[src/rtl/adventure_grid.sv]
// adventure_grid: grid-walking adventure FSM. The player starts at (0,0), picks
// up the sword, and meets the dragon for a WIN (armed) or DIE (unarmed) outcome.
// Optional macro ADVENTURE_GRID_MOVE_LIMIT_EN adds a MAX_MOVES move budget that
// ends the game in DIE when it runs out.
module adventure_grid #(
   parameter int unsigned ROWS       = 3,
   parameter int unsigned COLS       = 3,
   parameter int unsigned SWORD_ROW  = 2,
   parameter int unsigned SWORD_COL  = 0,
   parameter int unsigned DRAGON_ROW = 2,
   parameter int unsigned DRAGON_COL = 2,
   parameter int unsigned MAX_MOVES  = 16,
   localparam int unsigned RW = ($clog2(ROWS) > 1) ? $clog2(ROWS) : 1,
   localparam int unsigned CW = ($clog2(COLS) > 1) ? $clog2(COLS) : 1
) (
   input  logic          clk,
   input  logic          reset,
   input  logic          n,
   input  logic          s,
   input  logic          e,
   input  logic          w,
   output logic [RW-1:0] row,
   output logic [CW-1:0] col,
   output logic          has_sword,
   output logic          in_dragon,
   output logic          win,
   output logic          die,
   output logic [7:0]    moves
);

   typedef enum logic [1:0] {
      ST_EXPLORE = 2'd0,
      ST_DRAGON  = 2'd1,
      ST_WIN     = 2'd2,
      ST_DIE     = 2'd3
   } state_e;

   state_e        state_q, state_d;
   logic [RW-1:0] row_q, row_d;
   logic [CW-1:0] col_q, col_d;
   logic          has_sword_q, has_sword_d;
   logic          in_dragon_q, in_dragon_d;
   logic          win_q, win_d;
   logic          die_q, die_d;
   logic [7:0]    moves_q, moves_d;

   logic          go_c;
   logic [RW-1:0] tgt_row_c;
   logic [CW-1:0] tgt_col_c;
   logic          tgt_sword_c;
   logic          tgt_dragon_c;

`ifndef ADVENTURE_GRID_MOVE_LIMIT_EN
   logic unused_max_moves_c;
   assign unused_max_moves_c = ^8'(MAX_MOVES);
`endif

   // Highest-priority request picks the target; a wall-blocked request is dropped outright.
   always_comb begin
      go_c      = 1'b0;
      tgt_row_c = row_q;
      tgt_col_c = col_q;
      if (n) begin
         go_c      = (row_q != '0);
         tgt_row_c = row_q - RW'(1);
      end else if (s) begin
         go_c      = (row_q != RW'(ROWS - 1));
         tgt_row_c = row_q + RW'(1);
      end else if (e) begin
         go_c      = (col_q != CW'(COLS - 1));
         tgt_col_c = col_q + CW'(1);
      end else if (w) begin
         go_c      = (col_q != '0);
         tgt_col_c = col_q - CW'(1);
      end
      tgt_sword_c  = (tgt_row_c == RW'(SWORD_ROW))  && (tgt_col_c == CW'(SWORD_COL));
      tgt_dragon_c = (tgt_row_c == RW'(DRAGON_ROW)) && (tgt_col_c == CW'(DRAGON_COL));
   end

   // Next-state and next-output logic; terminal states simply hold everything.
   always_comb begin
      state_d     = state_q;
      row_d       = row_q;
      col_d       = col_q;
      has_sword_d = has_sword_q;
      in_dragon_d = in_dragon_q;
      win_d       = win_q;
      die_d       = die_q;
      moves_d     = moves_q;
      case (state_q)
         ST_EXPLORE: begin
            if (go_c) begin
               row_d   = tgt_row_c;
               col_d   = tgt_col_c;
               moves_d = (moves_q == 8'hFF) ? moves_q : moves_q + 8'd1;
               if (tgt_sword_c) begin
                  has_sword_d = 1'b1;
               end
               if (tgt_dragon_c) begin
                  state_d     = ST_DRAGON;
                  in_dragon_d = 1'b1;
               end
`ifdef ADVENTURE_GRID_MOVE_LIMIT_EN
               else if ((9'(moves_q) + 9'd1) == 9'(MAX_MOVES)) begin
                  state_d = ST_DIE;
                  die_d   = 1'b1;
               end
`endif
            end
         end
         ST_DRAGON: begin
            in_dragon_d = 1'b0;
            if (has_sword_q) begin
               state_d = ST_WIN;
               win_d   = 1'b1;
            end else begin
               state_d = ST_DIE;
               die_d   = 1'b1;
            end
         end
         default: ;
      endcase
   end

   // State and output registers with asynchronous active-low reset.
   always_ff @(posedge clk or negedge reset) begin
      if (!reset) begin
         state_q     <= ST_EXPLORE;
         row_q       <= '0;
         col_q       <= '0;
         has_sword_q <= 1'b0;
         in_dragon_q <= 1'b0;
         win_q       <= 1'b0;
         die_q       <= 1'b0;
         moves_q     <= 8'd0;
      end else begin
         state_q     <= state_d;
         row_q       <= row_d;
         col_q       <= col_d;
         has_sword_q <= has_sword_d;
         in_dragon_q <= in_dragon_d;
         win_q       <= win_d;
         die_q       <= die_d;
         moves_q     <= moves_d;
      end
   end

   assign row       = row_q;
   assign col       = col_q;
   assign has_sword = has_sword_q;
   assign in_dragon = in_dragon_q;
   assign win       = win_q;
   assign die       = die_q;
   assign moves     = moves_q;

endmodule

[config.mk]
export PLATFORM = sky130hd
export DESIGN_NAME = adventure_grid
export DESIGN_NICKNAME = d
export VERILOG_FILES = /design/src/rtl/adventure_grid.sv
export SDC_FILE = /design/constraint.sdc
export NUM_CORES = 1
export LEC_CHECK = 0
export CAP_MARGIN = 20
export CORE_AREA = 2 2 45 47
export CTS_BUF_LIST = sky130_fd_sc_hd__clkbuf_4 sky130_fd_sc_hd__clkbuf_8
export DETAILED_ROUTE_END_ITERATION = 6
export DIE_AREA = 0 0 47 49
export DONT_BUFFER_PORTS = 1
export PLACE_DENSITY = 0.66
export SLEW_MARGIN = 20
export SYNTH_ARGS = -nofsm -noshare
export SYNTH_HDL_FRONTEND = slang
export SYNTH_SLANG_ARGS = --single-unit
[constraint.sdc]
create_clock -name clk -period 2.49 [get_ports clk]
set_input_delay 0.249 -clock clk [delete_from_list [all_inputs] [get_ports clk]]
set_output_delay 0.249 -clock clk [all_outputs]
set_load 0.05 [all_outputs]
== Word level (Yosys, flattened, before mapping) ==
Index checks and enable logic that the tools add are counted.
W data, S select, Z words.

* Add/subtract/negate cells: 5
* Equal/unequal tests: 8
* Mux-type cells: 17
* Bitwise operators: 2
* Reduce and logical (&&, ||, !) cells: 13

{| class="wikitable"
|+ Operator list
! operator !! count
|-
| $mux W2 || 8
|-
| $reduce_and A3 Y1 || 3
|-
| $add A8 B1 Y8 const B || 1
|-
| $eq A8 B8 Y1 const B || 1
|-
| $ne A2 B2 Y1 const B || 4
|-
| $mux W1 || 7
|-
| $reduce_and A2 Y1 || 3
|-
| $reduce_bool A2 Y1 || 3
|-
| $add A2 B1 Y2 const B || 2
|-
| $eq A2 B2 Y1 const B || 2
|-
| $logic_not A2 Y1 || 2
|-
| $pmux W2 S2 || 1
|-
| $sub A2 B1 Y2 const B || 2
|-
| $eq A2 B1 Y1 const B || 1
|-
| $logic_and A1 B1 Y1 || 2
|-
| $not A1 Y1 || 2
|-
| $pmux W1 S2 || 1
|}

* Register bits: 18
* Input bits: 6

== Longest topological paths before layout ==
Gate-level depths: netlist (run 1).

* Word-level depth: 10
* Gate-level depth with buffers: 8
* Mapped depth without buffers: 7

== Least setup slack after synthesis (run 1) ==
No wires, ideal clock.

* Path kind: register to register
* From: register col_q[0] (netlist: col[0])
* To: register moves_q[1] (netlist: moves[1])
* Setup time: 125 ps
* Data arrival time: 2119 ps
* Required time: 2365 ps
* Setup slack: 247 ps
* Cell stages (with the launch flop): 8
* Clock period less this slack: 2243 ps
* Path through: dfrtp_1 > inv_1 > ha_1 > nor3b_2 > a21oi_1 > a211o_1 > nor2b_1 > mux2_2

* Longest elaborated chain between the ends: 6
* Elaborated cells on any way between the ends: 7

{| class="wikitable"
|+ Ends and longest elaborated chain
! what !! RTL line !! source
|-
| start: declaration || 40 || <nowiki>logic [CW-1:0] col_q, col_d;</nowiki>
|-
| start signal: assignment || 139 || <nowiki>col_q <= col_d;</nowiki>
|-
| $reduce_bool A2 Y1 || 73 || <nowiki>go_c = (col_q != '0);</nowiki>
|-
| $mux W1 || 72 || <nowiki>end else if (w) begin</nowiki>
|-
| $mux W1 * || 69 || <nowiki>end else if (e) begin</nowiki>
|-
| $mux W1 * || 66 || <nowiki>end else if (s) begin</nowiki>
|-
| $mux W1 * || 63 || <nowiki>if (n) begin</nowiki>
|-
| $reduce_and A3 Y1 (no line) * || -- ||
|-
| end signal: assignment || 144 || <nowiki>moves_q <= moves_d;</nowiki>
|-
| end: declaration || 45 || <nowiki>logic [7:0] moves_q, moves_d;</nowiki>
|}

Mark *: on every way between the ends. The rest lies on a longest branch, timed or not.
A chain may end at the register's enable or synchronous reset.

== Worst setup path in the final report (run 1) ==
* From: register col_q[0] (netlist: col[0])
* To: register in_dragon_q (netlist: in_dragon)

* Longest elaborated chain between the ends: 9
* Elaborated cells on any way between the ends: 17

{| class="wikitable"
|+ Ends and longest elaborated chain
! what !! RTL line !! source
|-
| $sub A2 B1 Y2 || 74 || <nowiki>tgt_col_c = col_q - CW'(1);</nowiki>
|-
| $mux W2 || 72 ||
|-
| $mux W2 || 69 ||
|-
| $mux W2 || 66 ||
|-
| $mux W2 || 63 ||
|-
| $eq A2 B2 Y1 || 77 || <nowiki>tgt_dragon_c = (tgt_row_c == RW'(DRAGON_ROW)) && (tgt_col_c == CW'(DRAGON_COL));</nowiki>
|-
| $logic_and A1 B1 Y1 || 77 ||
|-
| $ne A2 B2 Y1 (no line) || -- ||
|-
| $reduce_and A3 Y1 (no line) * || -- ||
|-
| end signal: assignment || 141 || <nowiki>in_dragon_q <= in_dragon_d;</nowiki>
|-
| end: declaration || 42 || <nowiki>logic in_dragon_q, in_dragon_d;</nowiki>
|}

Marks and branches as above.

==> results by group, run 1 <==
Finish
  • Final core utilization: 0.588
  • Most frequent cells in the layout: 18 x dfrtp_1, 12 x nand2_1, 9 x buf_4
  • Layout cells sized above 1: 0.176
  • Design area: 1080 µm²
  • Reg area: 450 µm²
  • Commonest non-fill, non-tap cell in the layout: dfrtp_1
  • Multi-input gate area: 459 µm²
  • Fill cell count: 169
  • Area grow syn2layout: 15.2%
  • Inserted Diodes: 0
  • Final Net Count: 120

GRT
  • Vias in the first global route: 693
  • Pin count of the biggest net entering global routing: 19
  • Grt ovf: 0
  • Initial antenna violation count: 0
  • Tot GR Track Use: 0.166
  • First-pass GRT wire length: 2.83 mm

STA
  • RSZ-0062 raised after global routing: no
  • Worst Max-Slew Pin Slew: 808 ps
  • Clk_skew: 8.48 ps
  • Total negative setup slack: 0 ps
  • Worst hold slack: 235 ps
  • PnR worst setup slack: 371 ps
  • Tmin final: 2120 ps
  • Max Freq: 472 MHz
  • Hold Fails Final Rpt: 0
  • Final setup fails: 0
  • Part of the cycle the worst path needs: 0.851
  • Slew HR: 0.459
  • Max-slew violations: 0

Yosys
  • Post-synth ARST share: 1.00
  • Synthesized instance count: 95
  • Post-synth top area share: 0.479
  • Sequential fraction of the synthesis area: 0.479
  • Mapped Area: 941 µm²
  • Number of synthesized flops with an enable pin: 0
  • Yosys warnings: 0
  • Post-Syn Nets: 106
  • Top_reg_cell synth: dfrtp_1
  • Synth top area cells: dfrtp_1 48%, ha_1 6.6%, nand2_1 4.8%
  • Library cells used by synthesis: 32
  • Synth Area per Inst: 9.90 µm²
  • Cell taking the most area after synthesis: dfrtp_1
  • Synth Register Bits: 18

Floorplanning
  • Cell Rows: 16
  • Initial core utilization: 0.511
  • I/O Pins: 22
  • Chip Width: 47 µm
  • Die height: 49 µm
  • Core box area: 1840 µm²
  • Die Area: 2300 µm²

Routing
  • DR iter-0 viols: 12
  • Drt total wl: 1.70 mm
  • Vias per cell: 5.13
  • Antenna viol nets, final: 0
  • Total number of vias: 693
  • DRC Markers: 0
  • TritonRoute pass-1 iters: 4
  • Post-DR wirelength/cell: 12.6 µm

CTS
  • Post_cts resized: 0
  • CTS clock-pin slew for the worst setup and hold paths: 110 ps
  • Worst skew pair latency: 290 ps
  • CTS buffer count: 3
  • CTS Buffer Depth: 2
  • Root Driver: clkbuf_4
  • CTS Sinks: 18
  • H-Tree Level Count: 1
  • Setup bufs post-CTS: 0
  • TritonCTS clock tree: done

Hold path
  • Worst hold path class: input pin to register
  • WHS Path Cells: 3

Place
  • Gpl congestion: 0.758
  • DP Area: 1040 µm²
  • Dpl hpwl: 1.31 mm
  • IO Port Bufs: 0
  • Post-placement setup slack: 412 ps

Critical path
  • Worst R2R Setup Slack: 370 ps
  • Crit-path slowest cell: or4b_1
  • Critical path, cell by cell: inv_1 > ha_1 > nor3b_2 > a21oi_1 > a211o_1 > or4b_1 > nand2_1
  • Critical Path AT: 2350 ps
  • CP max stage delay: 620 ps
  • Reg2Reg Depth: 7
  • CP endpoint kind: register
  • Crit Path Max Fanout: 15
  • Crit Path Class: register to register
  • CP startpoint kind: register
  • Worst EP required: 2720 ps

Job
  • Max-cap violations: 0

Outcome
  • Outcome: completed

Power
  • Pwr Density: 538 nW/µm²
  • Leak pwr: 0.000497 µW
  • Peak VDD IR: 0.000320 V
## where the power goes
group	leakage (µW)	switching, µW	internal [µW]
combinational	0.000270	61.0	30.0
sequential	0.000205	12.2	301
clock	0.0000210	89.9	88.9
total	0.000497	163	420
## worst paths after layout
check,startpoint,end
hold / removal,n,row[1]$_DFFE_PN0P_
min in group asynchronous,reset,col[0]$_DFFE_PN0P_
max in group asynchronous,reset,moves[3]$_DFFE_PN0P_
setup reg to reg,col[0]$_DFFE_PN0P_,in_dragon$_DFFE_PN0P_
setup / recovery,col[0]$_DFFE_PN0P_,in_dragon$_DFFE_PN0P_
hold reg to reg,state_q[1]$_DFFE_PN0P_,state_q[1]$_DFFE_PN0P_
## cell type report
class | count | area share
multi-input combinational | 69 | 0.424
sequential | 18 | 0.416
timing repair buffer | 10 | 0.0716
clock buffer | 4 | 0.0335
tap | 27 | 0.0312
inverter | 7 | 0.0242
## metal layers
layer,vias up,part of all wire,GRT usage,routed length (µm)
met2,15,0.50,0.263,842
met1,331,0.45,0.226,759
met5,-,0,0,0
li1,347,-,-,-
met4,0,0,0.0417,0
met3,0,0.057,0.0407,97
## timing repair
action                                  CTS  global route
hold buffers                              1             0
endpoints found under the setup margin    0             0
hold endpoints to repair                 18             0
## synth_stat cells (2+ instances only)
master    instances
ha_1              5
nand3_1           4
o21bai_1          2
nand2b_1          2
xnor2_1           2
nor2_1            8
a21oi_1           2
o21ai_0           6
nand2_1          12
mux2_2            2
inv_1             7
dfrtp_1          18
xor2_1            5
nor3_1            2
## cells by family (layout without fill, tap and decap cells)
family	count (synthesis)	count (layout)	share of synthesized area
flops	18	18	0.479
xor+xnor	7	7	0.0652
buf+inv	8	21	0.0332
compound gates	16	16	0.114
mux	3	3	0.0346
fa+ha+maj	5	5	0.0665
simple gates	38	38	0.207
## metrics by stage
| stage | total power [µW] | instances |
|---|---|---|
| 2_1_floorplan | 382 | 95 |
| 3_3_place_gp | 401 | 130 |
| 3_5_place_dp | 404 | 130 |
| 4_1_cts | 585 | 135 |
| 5_1_grt | 611 | 135 |
| 6_report | 583 | 135 |
## sequential cells by signal (all words and copies together) (netlist names)
signal	flops
state_q	2
col	2
win	1
in_dragon	1
row	2
moves	8
has_sword	1
die	1
## critical path: cells and delay by family (launching register included)
family	cells	cell delay [ps]
buffers and inverters	1	90
DFF	1	370
and+or+nand+nor	3	850
AOI/OAI and AO/OA	2	510
adders and majority gates	1	220
Note: power is estimated with default switching activity, not from simulation.
==> inputs of run 2 (changes only) <==
- RECOVER_POWER: unset -> 25
- clock period: 2.49 -> 2.6 ns (I/O delays scaled with it)
==> run 2 against run 1 <==
Clock power down 6%. Design area shrank 3.8%. Register-to-register slack better by 90 ps. Final cell count down 2.2%. Hold slack better by 14 ps. First-iteration DRC count fell by 50%. Global-route usage about the same. Sequential power down 2%. Clock skew down 5.3 ps. Fmax fell by 0.99%. Routed wire length is 3.7% lower. Setup slack gained 89 ps. Critical path type unchanged. Largest cell class unchanged.
==> results by group, run 2 (same netlist as run 1, synthesis figures left out) <==
Floorplanning
  • Core box area: 1840 µm² (unchanged)
  • Die height: 49 µm (unchanged)
  • I/O Pins: 22 (unchanged)
  • Cell Rows: 16 (unchanged)
  • Chip Width: 47 µm (unchanged)
  • Initial core utilization: 0.511 (unchanged)
  • Die Area: 2300 µm² (unchanged)

GRT
  • Tot GR Track Use: 0.167 (+0.000243)
  • Initial antenna violation count: 0 (unchanged)
  • Vias in the first global route: 738 (+6.5%)
  • Pin count of the biggest net entering global routing: 19 (unchanged)
  • First-pass GRT wire length: 2.85 mm (+0.71%)
  • Grt ovf: 0 (unchanged)

CTS
  • TritonCTS clock tree: done
  • Hold-fix buffers at CTS: 1 (unchanged)
  • Worst skew pair latency: 290 ps (about the same)
  • CTS Sinks: 18 (unchanged)
  • Post_cts resized: 0 (unchanged)
  • H-Tree Level Count: 1 (unchanged)
  • Setup bufs post-CTS: 0 (unchanged)
  • Root Driver: clkbuf_4
  • CTS clock-pin slew for the worst setup and hold paths: 100 ps (about the same)
  • CTS Buffer Depth: 2 (unchanged)
  • CTS buffer count: 3 (unchanged)

Routing
  • TritonRoute pass-1 iters: 4 (unchanged)
  • Antenna viol nets, final: 0 (unchanged)
  • Vias per cell: 5.22 (+1.7%)
  • DR iter-0 viols: 6 (-6)
  • DRC Markers: 0 (unchanged)
  • Total number of vias: 689 (-0.58%)
  • Drt total wl: 1.64 mm (-3.7%)
  • Post-DR wirelength/cell: 12.4 µm (-1.5%)

Critical path
  • Crit Path Class: register to register
  • CP startpoint kind: register
  • Worst R2R Setup Slack: 460 ps (+90 ps)
  • Crit-path slowest cell: a211o_1
  • CP delay by family, top: compound AO/OA/AOI/OAI gates
  • Critical Path Start: col[1]$_DFFE_PN0P_
  • CP max stage delay: 470 ps (-150 ps)
  • Reg2Reg Depth: 7 (unchanged)
  • Crit Path Max Fanout: 15 (unchanged)
  • R2r endpoint: moves[1]$_DFFE_PN0P_
  • Worst setup path end: moves[1]$_DFFE_PN0P_
  • Worst EP required: 2780 ps (+60 ps)
  • CP endpoint kind: register
  • Critical path, cell by cell: buf_4 > ha_1 > inv_1 > a21oi_1 > a211o_1 > nor2b_1 > mux2_2
  • WP buf/inv: 2 (+1)
  • RR Startpoint: col[1]$_DFFE_PN0P_
  • Critical Path AT: 2320 ps (-30 ps)
  • Number of cells on the critical path: 7 (unchanged)

Finish
  • Multi-input gate area: 459 µm² (unchanged)
  • Commonest non-fill, non-tap cell in the layout: dfrtp_1
  • Layout cells sized above 1: 0.105 (-0.0712)
  • Inserted Diodes: 0 (unchanged)
  • Fill cell count: 177 (+4.7%)
  • Max FFs per register: 8 (unchanged)
  • Most frequent cells in the layout: 18 x dfrtp_1, 12 x nand2_1, 8 x nor2_1
  • Reg area: 450 µm² (unchanged)
  • Final Net Count: 117 (-2.5%)
  • Area grow syn2layout: 10.8%

STA
  • Max-slew violations: 0 (unchanged)
  • RSZ-0062 raised after global routing: no
  • Final setup fails: 0 (unchanged)
  • Worst Max-Slew Pin Slew: 818 ps (+10.1 ps)
  • Tmin final: 2140 ps (+21.2 ps)
  • Part of the cycle the worst path needs: 0.823 (-0.0278)
  • Slew HR: 0.453 (-0.00676)
  • Clk_skew: 3.20 ps (-5.28 ps)
  • Max Freq: 467 MHz (-0.99%)
  • Total negative setup slack: 0 ps (unchanged)
  • Hold Fails Final Rpt: 0 (unchanged)

Power
  • Leak pwr: 0.000464 µW (-6.5%)
  • Peak VDD IR: 0.000311 V (-3.0%)
  • Pwr Total: 547 µW (-6.1%)
  • Pwr Density: 525 nW/µm² (-2.4%)

Place
  • Dpl hpwl: 1.26 mm (-3.4%)
  • IO Port Bufs: 0 (unchanged)
  • Gpl congestion: 0.736 (-2.8%)

Hold path
  • Worst hold path class: input pin to register
  • Hold_sp: n

Outcome
  • Outcome: completed

Job
  • Max-cap violations: 0 (unchanged)
==> run 2: cell type report <==
class	instances	area share
Clock buffer	4	0.0348
Sequential cell	18	0.432
Timing Repair Buffer	7	0.0348
Multi-Input combinational cell	69	0.441
Tap cell	27	0.0324
Inverter	7	0.0252
==> run 2: worst min path at each step <==
stage / end / slack [ps] / depth (start not counted)
floorplan: col[0]$_DFFE_PN0P_ / -40 / 0
global placement: col[0]$_DFFE_PN0P_ / -40 / 0
detailed placement: col[0]$_DFFE_PN0P_ / -40 / 0
CTS: has_sword$_DFFE_PN0P_ / 230 / 3
global route: has_sword$_DFFE_PN0P_ / 280 / 3
finish: has_sword$_DFFE_PN0P_ / 250 / 3
==> run 2: where the power goes <==
group	internal [µW]	switching, µW
sequential	288	19.2
combinational	22.9	49.5
clock	85.2	82.5
==> run 2: worst register-to-register path, cell delays in order (launching register included) <==
cell	delay [ps]
dfrtp_1	390
buf_4	200
ha_1	190
inv_1	50
a21oi_1	60
a211o_1	470
nor2b_1	320
mux2_2	370
==> run 2: per-layer routing <==
metal	wire, µm	up-vias	track usage
li1	-	344	-
met1	722	327	0.204
met2	806	16	0.258
met3	97	2	0.0519
met4	9	0	0.0787
met5	0	-	0
==> run 2: stage by stage <==
stage	cell area [µm²]	setup slack, ps	utilization	instances	hold WS, ps
3_5_place_dp	1010	477	0.551	127	-35.2
6_report	1040	460	0.566	132	248
4_1_cts	1060	454	0.576	132	234
5_1_grt	1040	333	0.566	132	279
3_3_place_gp	1010	550	0.551	127	-35.2
2_1_floorplan	941	357	-	95	-35.6
